**src/rtl/hr_mon_pkg.sv**
```systemverilog
`default_nettype none
// ============================================================================
// Package     : hr_mon_pkg
// Description : Shared types and helpers for the heartbeat-monitor session
//               controller: state encoding, age-based threshold maths and
//               the saturating increment.
// Revision    : 1.0 - initial release
// ============================================================================
package hr_mon_pkg;

  typedef enum logic [1:0] {
    ST_IDLE    = 2'b00,
    ST_MEASURE = 2'b01,
    ST_HOLD    = 2'b10
  } state_t;

  localparam int MAXHR_DEF = 220;

  // Thresholds are returned wide; callers truncate to their sample width.
  typedef struct packed {
    logic [15:0] min_v;
    logic [15:0] max_v;
  } thr_t;

  // Heart-rate band from age: d = max(0, maxhr-age); low = d/2; high = 0.85*d.
  function automatic thr_t thr_calc(input logic [9:0] age,
                                    input int unsigned maxhr = MAXHR_DEF);
    thr_t        r;
    int unsigned d;
    d       = (32'(age) >= maxhr) ? 32'd0 : (maxhr - 32'(age));
    r.min_v = 16'(d >> 1);
    r.max_v = 16'((d * 32'd85) / 32'd100);
    return r;
  endfunction

  // Increment that sticks at maxv instead of wrapping.
  function automatic logic [31:0] sat_inc(input logic [31:0] v,
                                          input logic [31:0] maxv);
    return (v >= maxv) ? maxv : (v + 32'd1);
  endfunction

endpackage
`default_nettype wire

```
**src/rtl/hr_channel_stats.sv**
```systemverilog
`default_nettype none
// ============================================================================
// Module      : hr_channel_stats
// Description : Per-channel session statistics: sample accumulator, beat
//               count, saturating low/high violation counts, run-length
//               counters and sticky run-length alarms.
// Revision    : 1.0 - initial release
// ============================================================================
module hr_channel_stats
  import hr_mon_pkg::*;
#(
  parameter int BPM_W     = 8,
  parameter int CNT_W     = 8,
  parameter int WIN       = 16,
  parameter int ALARM_RUN = 3
)(
  input  logic             clk,
  input  logic             reset,
  input  logic             clear,
  input  logic             clr_alarm,
  input  logic             enable,
  input  logic             valid,
  input  logic [BPM_W-1:0] bpm,
  input  logic [BPM_W-1:0] min_thr,
  input  logic [BPM_W-1:0] max_thr,
  output logic [CNT_W-1:0] beats,
  output logic [CNT_W-1:0] lo_viol,
  output logic [CNT_W-1:0] hi_viol,
  output logic             alarm_lo,
  output logic             alarm_hi,
  output logic             complete,
  output logic             complete_next,
  output logic [BPM_W-1:0] avg_next
);

  localparam int          SUM_W   = BPM_W + $clog2(WIN);
  localparam int          RUN_W   = $clog2(ALARM_RUN + 1);
  localparam logic [31:0] CNT_MAX = 32'((longint'(1) << CNT_W) - 1);

  logic [SUM_W-1:0] sum_q, sum_n;
  logic [CNT_W-1:0] beats_n, lo_n, hi_n;
  logic [RUN_W-1:0] run_lo, run_hi, run_lo_n, run_hi_n;
  logic             alarm_lo_n, alarm_hi_n;
  logic             accept, is_lo, is_hi;

  assign accept = enable && valid && (32'(beats) < 32'(WIN));
  assign is_lo  = bpm < min_thr;
  assign is_hi  = bpm > max_thr;

  // Next-state of every statistic for the current sample.
  always_comb begin
    sum_n      = sum_q;
    beats_n    = beats;
    lo_n       = lo_viol;
    hi_n       = hi_viol;
    run_lo_n   = run_lo;
    run_hi_n   = run_hi;
    alarm_lo_n = alarm_lo;
    alarm_hi_n = alarm_hi;
    if (accept) begin
      sum_n   = sum_q + SUM_W'(bpm);
      beats_n = CNT_W'(sat_inc(32'(beats), CNT_MAX));
      if (is_lo) begin
        lo_n     = CNT_W'(sat_inc(32'(lo_viol), CNT_MAX));
        run_lo_n = RUN_W'(sat_inc(32'(run_lo), 32'(ALARM_RUN)));
        run_hi_n = '0;
      end else if (is_hi) begin
        hi_n     = CNT_W'(sat_inc(32'(hi_viol), CNT_MAX));
        run_hi_n = RUN_W'(sat_inc(32'(run_hi), 32'(ALARM_RUN)));
        run_lo_n = '0;
      end else begin
        run_lo_n = '0;
        run_hi_n = '0;
      end
      if (32'(run_lo_n) == 32'(ALARM_RUN)) alarm_lo_n = 1'b1;
      if (32'(run_hi_n) == 32'(ALARM_RUN)) alarm_hi_n = 1'b1;
    end
  end

  // Completion is exposed both registered (end-of-window detect) and
  // look-ahead (so a sample on the ending edge still makes the average).
  assign complete      = (32'(beats) == 32'(WIN));
  assign complete_next = (32'(beats_n) == 32'(WIN));
  assign avg_next      = complete_next ? sum_n[SUM_W-1 -: BPM_W] : '0;

  // Statistic registers; clear wins over sampling, alarms clear only on request.
  always_ff @(posedge clk) begin
    if (!reset) begin
      sum_q    <= '0;
      beats    <= '0;
      lo_viol  <= '0;
      hi_viol  <= '0;
      run_lo   <= '0;
      run_hi   <= '0;
      alarm_lo <= 1'b0;
      alarm_hi <= 1'b0;
    end else if (clear) begin
      sum_q   <= '0;
      beats   <= '0;
      lo_viol <= '0;
      hi_viol <= '0;
      run_lo  <= '0;
      run_hi  <= '0;
      if (clr_alarm) begin
        alarm_lo <= 1'b0;
        alarm_hi <= 1'b0;
      end
    end else begin
      sum_q    <= sum_n;
      beats    <= beats_n;
      lo_viol  <= lo_n;
      hi_viol  <= hi_n;
      run_lo   <= run_lo_n;
      run_hi   <= run_hi_n;
      alarm_lo <= alarm_lo_n;
      alarm_hi <= alarm_hi_n;
    end
  end

endmodule
`default_nettype wire

```
**src/rtl/hr_monitor_session_mc.sv**
```systemverilog
`default_nettype none
// ============================================================================
// Module      : hr_monitor_session_mc
// Description : Multi-channel heartbeat-monitor session controller.
//               IDLE -> MEASURE -> HOLD session FSM, measure/hold timers,
//               age-based threshold latch and end-of-session result capture.
//               Per-channel statistics live in hr_channel_stats.
//               Optional macro HR_MON_CONTINUOUS_EN: HOLD restarts MEASURE
//               directly when start is high, keeping thresholds and alarms.
// Revision    : 1.0 - initial release
// ============================================================================
module hr_monitor_session_mc
  import hr_mon_pkg::*;
#(
  parameter int NCH       = 4,
  parameter int BPM_W     = 8,
  parameter int CNT_W     = 8,
  parameter int WIN       = 16,
  parameter int TIMEOUT   = 1000,
  parameter int HOLD_CYC  = 6,
  parameter int MAXHR     = MAXHR_DEF,
  parameter int ALARM_RUN = 3
)(
  input  logic                 clk,
  input  logic                 reset,
  input  logic                 start,
  input  logic [9:0]           age,
  input  logic [NCH-1:0]       beat_valid,
  input  logic [NCH*BPM_W-1:0] beat_bpm,
  output logic                 measuring,
  output logic                 displaying,
  output logic                 done,
  output logic [BPM_W-1:0]     min_thr,
  output logic [BPM_W-1:0]     max_thr,
  output logic [NCH*BPM_W-1:0] avg,
  output logic [NCH*CNT_W-1:0] beats,
  output logic [NCH*CNT_W-1:0] lo_viol,
  output logic [NCH*CNT_W-1:0] hi_viol,
  output logic [NCH-1:0]       stale,
  output logic [NCH-1:0]       alarm_lo,
  output logic [NCH-1:0]       alarm_hi
);

  localparam int TMR_MAX = (TIMEOUT > HOLD_CYC) ? TIMEOUT : HOLD_CYC;
  localparam int TMR_W   = $clog2(TMR_MAX + 1);

  state_t                    state;
  logic [TMR_W-1:0]          timer;
  thr_t                      thr;
  logic                      clear, clr_alarm, enable;
  logic                      meas_end, hold_end, restart;
  logic [NCH-1:0]            complete, complete_next;
  logic [NCH-1:0][BPM_W-1:0] avg_cap;

  assign thr      = thr_calc(age, MAXHR);
  assign hold_end = (state == ST_HOLD) && (32'(timer) == 32'(HOLD_CYC - 1));
  assign meas_end = (state == ST_MEASURE) &&
                    ((&complete) || (32'(timer) == 32'(TIMEOUT - 1)));

`ifdef HR_MON_CONTINUOUS_EN
  assign restart = hold_end && start;
`else
  assign restart = 1'b0;
`endif

  // A fresh start wipes alarms; a back-to-back restart keeps them sticky.
  assign clr_alarm = (state == ST_IDLE) && start;
  assign clear     = clr_alarm || restart;
  assign enable    = (state == ST_MEASURE);

  for (genvar i = 0; i < NCH; i++) begin : g_ch
    hr_channel_stats #(
      .BPM_W     (BPM_W),
      .CNT_W     (CNT_W),
      .WIN       (WIN),
      .ALARM_RUN (ALARM_RUN)
    ) u_stats (
      .clk           (clk),
      .reset         (reset),
      .clear         (clear),
      .clr_alarm     (clr_alarm),
      .enable        (enable),
      .valid         (beat_valid[i]),
      .bpm           (beat_bpm[i*BPM_W +: BPM_W]),
      .min_thr       (min_thr),
      .max_thr       (max_thr),
      .beats         (beats[i*CNT_W +: CNT_W]),
      .lo_viol       (lo_viol[i*CNT_W +: CNT_W]),
      .hi_viol       (hi_viol[i*CNT_W +: CNT_W]),
      .alarm_lo      (alarm_lo[i]),
      .alarm_hi      (alarm_hi[i]),
      .complete      (complete[i]),
      .complete_next (complete_next[i]),
      .avg_next      (avg_cap[i])
    );
  end

  // Session FSM with timers, threshold latch and registered result capture.
  always_ff @(posedge clk) begin
    if (!reset) begin
      state      <= ST_IDLE;
      timer      <= '0;
      measuring  <= 1'b0;
      displaying <= 1'b0;
      done       <= 1'b0;
      min_thr    <= '0;
      max_thr    <= '0;
      avg        <= '0;
      stale      <= '0;
    end else begin
      done <= 1'b0;
      case (state)
        ST_IDLE: begin
          if (start) begin
            min_thr   <= BPM_W'(thr.min_v);
            max_thr   <= BPM_W'(thr.max_v);
            avg       <= '0;
            stale     <= '0;
            timer     <= '0;
            measuring <= 1'b1;
            state     <= ST_MEASURE;
          end
        end
        ST_MEASURE: begin
          if (meas_end) begin
            for (int i = 0; i < NCH; i++) begin
              avg[i*BPM_W +: BPM_W] <= avg_cap[i];
              stale[i]              <= ~complete_next[i];
            end
            timer      <= '0;
            measuring  <= 1'b0;
            displaying <= 1'b1;
            done       <= 1'b1;
            state      <= ST_HOLD;
          end else begin
            timer <= timer + 1'b1;
          end
        end
        ST_HOLD: begin
          if (hold_end) begin
            timer      <= '0;
            displaying <= 1'b0;
            if (restart) begin
              avg       <= '0;
              stale     <= '0;
              measuring <= 1'b1;
              state     <= ST_MEASURE;
            end else begin
              state <= ST_IDLE;
            end
          end else begin
            timer <= timer + 1'b1;
          end
        end
        default: begin
          timer      <= '0;
          measuring  <= 1'b0;
          displaying <= 1'b0;
          state      <= ST_IDLE;
        end
      endcase
    end
  end

endmodule
`default_nettype wire

```
**config.mk**
```make
export PLATFORM = sky130hd
export DESIGN_NAME = hr_monitor_session_mc
export DESIGN_NICKNAME = d
export VERILOG_FILES = /design/src/rtl/hr_mon_pkg.sv /design/src/rtl/hr_channel_stats.sv /design/src/rtl/hr_monitor_session_mc.sv
export SDC_FILE = /design/constraint.sdc
export NUM_CORES = 1
export LEC_CHECK = 0
export CAP_MARGIN = 20
export CORE_ASPECT_RATIO = 1.75
export CORE_UTILIZATION = 59
export DETAILED_ROUTE_END_ITERATION = 8
export DONT_BUFFER_PORTS = 1
export PLACE_DENSITY = 0.8
export SYNTH_ARGS = -nofsm -noshare
export SYNTH_HDL_FRONTEND = slang
export SYNTH_SLANG_ARGS = --single-unit
export TNS_END_PERCENT = 1
```
**constraint.sdc**
```tcl
create_clock -name clk -period 17.6 [get_ports clk]
set_input_delay 2.64 -clock clk [delete_from_list [all_inputs] [get_ports clk]]
set_output_delay 2.64 -clock clk [all_outputs]
set_load 0.02 [all_outputs]
```
Yosys cells after proc, flatten, opt, wreduce, memory -nomap -nowiden --
Cells that the tools add are included.
Storage, ports and cells: bits of input ports 49, logic and storage cells 252, output and inout port bits 159, register bits 235
Cells by class: bitwise operators 11, eq/ne operators 23, reductions and logical operators 38, add/sub/neg operators 26, $mul 1, multiplexer cells 74, order comparisons 33, div/mod/pow operators 1
Operators with widths (count):
- 8-bit two-way mux | 20
- 8-bit by 1-bit adder with 8-bit output (second input constant) | 12
- 8-bit greater-or-equal comparator (second input constant) | 12
- 32-bit two-way mux | 3
- 8-bit by 5-bit == test with 1-bit output (second input constant) | 8
- 32-bit one-hot mux with 2 select lines | 1
- 2-bit two-way mux | 31
- 12-bit by 8-bit adder with 12-bit output | 4
- 12-bit two-way mux | 4
- 32-bit by 7-bit divider with 32-bit output (second input constant) | 1
- 8-bit greater-than comparator | 4
- 8-bit by 5-bit < comparator with 1-bit output (second input constant) | 4
- 8-bit < comparator | 4
- 32-bit by 7-bit multiplier with 32-bit output (second input constant) | 1
- 10-bit two-way mux | 3
- 10-bit one-hot mux with 3 select lines | 1
- 2-bit AND reduction | 14
- 3-bit AND reduction | 8
- 2-bit == test (second input constant) | 9
- 2-bit by 1-bit adder with 2-bit output (second input constant) | 8
- 2-bit greater-or-equal comparator (second input constant) | 8
- 1-bit logical AND | 11
- 1-bit NOT | 11
- 8-bit by 10-bit subtractor with 11-bit output (first input constant) | 1
- other kinds (16) | 24

Longest topological paths before layout --
depth in word-level cells 8, depth in mapped cells 56

Hierarchy --
A second synthesis with hierarchy kept.
Unflattened totals: cell total of the unflattened synthesis 2265, area total of the unflattened synthesis 18166.2 sq um
By module, submodules not included:
- hr_monitor_session_mc | times used 1, cells an instance 1007, area each 7771.2 sq um
- hr_channel_stats at g_ch[2].u_stats ... | times used 2, cells an instance 315, area each 2618.8 sq um
- hr_channel_stats at g_ch[0].u_stats ... | times used 2, cells an instance 314, area each 2578.7 sq um

Least setup slack after synthesis --
Ideal clock, no wire load.
kind in2reg, from in age[0], to reg max_thr[0], stages 54, required time 17.521 ns, path buffers 6, setup time 0.079 ns, arrival time 14.569 ns, path slack 2.951 ns, cells stage by stage inv_1 ha_1 clkbuf_1 nor3_1 nand4_1 or3_1 clkbuf_1 inv_1 ha_1 inv_1 fa_1 inv_1 ha_1 inv_1 fa_1 inv_1 ha_1 buf_4 (+18 left out) buf_6 xnor2_2 nor3_1 a211oi_1 a221oi_4 o21ai_2 o211a_1 o31a_1 buf_2 or3_4 a41oi_2 a31oi_1 a41oi_4 a31o_2 nor3_1 o41a_1 o2111a_1 a211oi_2
RTL lines:
- from (decl) | line hr_monitor_session_mc.sv:27 | input logic [9:0] age,
- to (signal assigned) | line hr_monitor_session_mc.sv:116 | max_thr <= BPM_W'(thr.max_v);
- to (decl) | line hr_monitor_session_mc.sv:34 | output logic [BPM_W-1:0] max_thr,

==> results.md <==
* Vias in the first global route at 15961
* Post-DP HPWL at just under 40 mm
* Final worst slack at around 1.4 ns
* Total net switching power at 0.945 mW
* RSZ-0062 raised after global routing: no
* Height of the die at 228 µm
* Period utilisation layout at 92.1%
* Multi-input logic area at 11700 µm²
* Post_cts resized at 0
* Total gr overflow at 0
* Depth of the CTS H-tree at 1
* R2R depth at 18
* # DRC at 0
* Logic gate share of total power at between 50% and 60%
* Highest-delay cell along the critical path: a31oi_1
* Required @ worst endpoint at about 18 ns
* Synthesized area at 17200 µm²
* Top_reg_cell synth: dfxtp_1
* Cell Int Power at approximately 1.2 mW
* Tot GR Track Use at 33.3%
* Final TNS setup at 0 ns
* Pwr dens at about 120 nW/µm²
* CTS tree: yes
* Nets at 2313
* Ys async rst share at 0%
* Via-to-Cell Ratio at 6.54
* Critical Path Source Type: primary input
* Synth cell types at 113
* Simple-gate share of the synthesized area at 23.5%
* Path type of the worst setup path: primary input to register
* Area grow syn2layout at 5.66%
* Post-synthesis compound-gate area fraction at 24.2%
* Synth top area cells: dfxtp_1 (27%), ha_1 (11%), nor2_1 (4.7%)
* Fin. Hold Viols at 0
* Via count at 16233
* Storage element area at roughly 4700 µm²
* Total core area at 28600 µm²
* Worst-Margin Slew at 1.09 ns
* Most frequent cell after synthesis: dfxtp_1
* Slowest cell delay on critical path at around 0.74 ns
* Minimum clock period at around 16 ns
* Reg power frac at 26.4%
* Most frequent CP cell: inv_1
* Mux cell area share after synthesis at 1.14%
* Cell taking the most area after synthesis: dfxtp_1
* Post-Synth Adder-Cell Area at between 10 and 15%
* Initial Utilization at 60.1%
* Pin count of the biggest net entering global routing at around 100
* DRT antenna net count at 0
* Clock Skew at 0.0150 ns
* IO Pins at 208
* Mapped Cells at 2143
* FF+latch count, synth at 235
* First-pass GRT wire length at 79.1 mm
* Total routed wirelength at 50.9 mm
* Reg2reg setup slack at 13.69 ns
* Number of buffers inserted by hold repair at cts at 0
* Status: finished, final reports clean
* IO buf count at 0
* Sequential fraction of the synthesis area at 27.3%
* Synth top area share at a little over a quarter
* Clock Tree Buf Depth at 3
* Reg clk slew, reported paths at 0.07 ns
* Hold depth at 2
* Xor/xnor cell area share of the yosys netlist at under 10%
* Fmax at 61.7 MHz
* Setup WS pre-CTS at 1.13 ns
* CP endpoint kind: register
* Share of cells above drive strength 1 at 5.51%
* Max Slew Vio Count at 0
* CP max FO at 16
* Pleak at 7.21 nW
* Syn_area_per_cell at 8.03 µm²
* Max-Cap Viols at 0
* Switching share of power at 43.1%
* Routability congestion estimate at 0.978
* Die ar. at 29900 µm²
* Ant diodes at 0
* Main combinational cell family by area after synthesis: compound AO/OA/AOI/OAI gates
* Ys Warns at 0
* Layout Utilization at 63.5%
* Cell Rows at 82
* CTS root buffer: clkbuf_16
* Initial antenna violation count at 0
* Critical Path AT at about 17 ns
* WL per Instance at 20.5 µm
* Worst relative slew slack at 27.6%
* Die width at 131 µm
* Hold WC Path Type: register to register
* Maximum VDD drop at 0.118 mV
* Drt pass-1 iters at 6
* # setup viols final at 0
* Clock sink count at 235
* 1st-iter DRT viols at 1075
* Postcts setup bufs at 0
* Clock Latency Late Sink at around 0.53 ns
* Number of synthesized flops with an enable pin at 0
* # fillers at roughly 2500
* Clk pwr share at a little under a quarter
* Top post-synthesis cells by count: dfxtp_1 (235), nor2_1 (217), nand2_1 (171)
* Num CTS Buffers at 23
cell type report:
class                      instances  share of cell area, %
tap                              378                   2.60
multi-input combinational       1707                   64.4
timing repair buffer              16                  0.661
inverter                         110                   2.27
sequential                       235                   25.9
clock inverter                     9                  0.778
clock buffer                      27                   3.41
state kept, by name, indices dropped and copies added (netlist names), 2 cells and up:
register	count
avg	32
g_ch.u_stats.alarm_hi	4
g_ch.u_stats.alarm_lo	4
g_ch.u_stats.beats	32
g_ch.u_stats.hi_viol	32
g_ch.u_stats.lo_viol	32
g_ch.u_stats.run_hi	8
g_ch.u_stats.run_lo	8
g_ch.u_stats.sum_q	48
max_thr	8
min_thr	8
stale	4
state	2
timer	10
worst max-delay path: cells and delay by family:
kind	cells	cell delay [ns]
buffers and inverters	6	0.60
xor gates and xnor gates	1	0.24
adders and majority gates	6	2.11
and+or+nand+nor	12	3.74
AOI/OAI and AO/OA	23	7.31
layer usage:
layer,global-route usage (%),vias to the layer above,routed length [µm]
met4,26.6,0,4390
met1,30.3,7685,16900
met5,0,-,0
met2,62.3,625,26400
met3,5.93,245,3300
li1,-,7678,-
layout by cell type, fill, tap and decap left out, drive strengths merged, types with 16 or more instances in the layout:
cell	n
a211oi	46
a21o	35
a21oi	159
a31oi	37
and2	53
and3	38
buf	16
clkbuf	27
dfxtp	235
fa	23
ha	148
inv	110
nand2	171
nand2b	21
nand3	72
nand4	44
nor2	219
nor2b	32
nor3	67
o211ai	21
o21a	18
o21ai	122
or3	23
xnor2	64
xor2	39
final timing paths:
path / start / endpoint
setup / recovery: age[0] / max_thr[0]
hold / removal: g_ch[0].u_stats.sum_q[3] / g_ch[0].u_stats.sum_q[3]
setup reg to reg: min_thr[1] / g_ch[1].u_stats.hi_viol[7]
hold reg to reg: g_ch[0].u_stats.sum_q[3] / g_ch[0].u_stats.sum_q[3]
cells by family (layout without fill, tap and decap cells):
logic type / after synthesis / count (layout)
adder cells (fa/ha/maj): 174 / 174
buffers and inverters: 204 / 162
XOR/XNOR: 103 / 103
flip-flops: 235 / 235
AND/OR/NAND/NOR: 804 / 804
AO/OA/AOI/OAI: 603 / 603
other: 2 / 5
multiplexers: 18 / 18
power by group through the flow:
| stage | sequential (mW) | combinational, mW | clock, mW |
|---|---|---|---|
| floorplan | 0.579 | 0.849 | 0 |
| global placement | 0.589 | 1.04 | 0 |
| detailed placement | 0.590 | 1.06 | 0 |
| CTS | 0.578 | 1.07 | 0.519 |
| global route | 0.579 | 1.19 | 0.538 |
| finish | 0.578 | 1.10 | 0.516 |
metrics by stage:
step / hold slack [ns] / std cells / power (mW) / area (µm²)
floorplan: 0.436 / 2146 / 1.43 / 17200
global placement: 0.442 / 2446 / 1.63 / 17400
detailed placement: 0.453 / 2446 / 1.65 / 17400
CTS: 0.463 / 2482 / 2.16 / 18200
global route: 0.481 / 2482 / 2.31 / 18200
finish: 0.462 / 2482 / 2.19 / 18200
No activity file was read; power rests on OpenSTA's default activity.
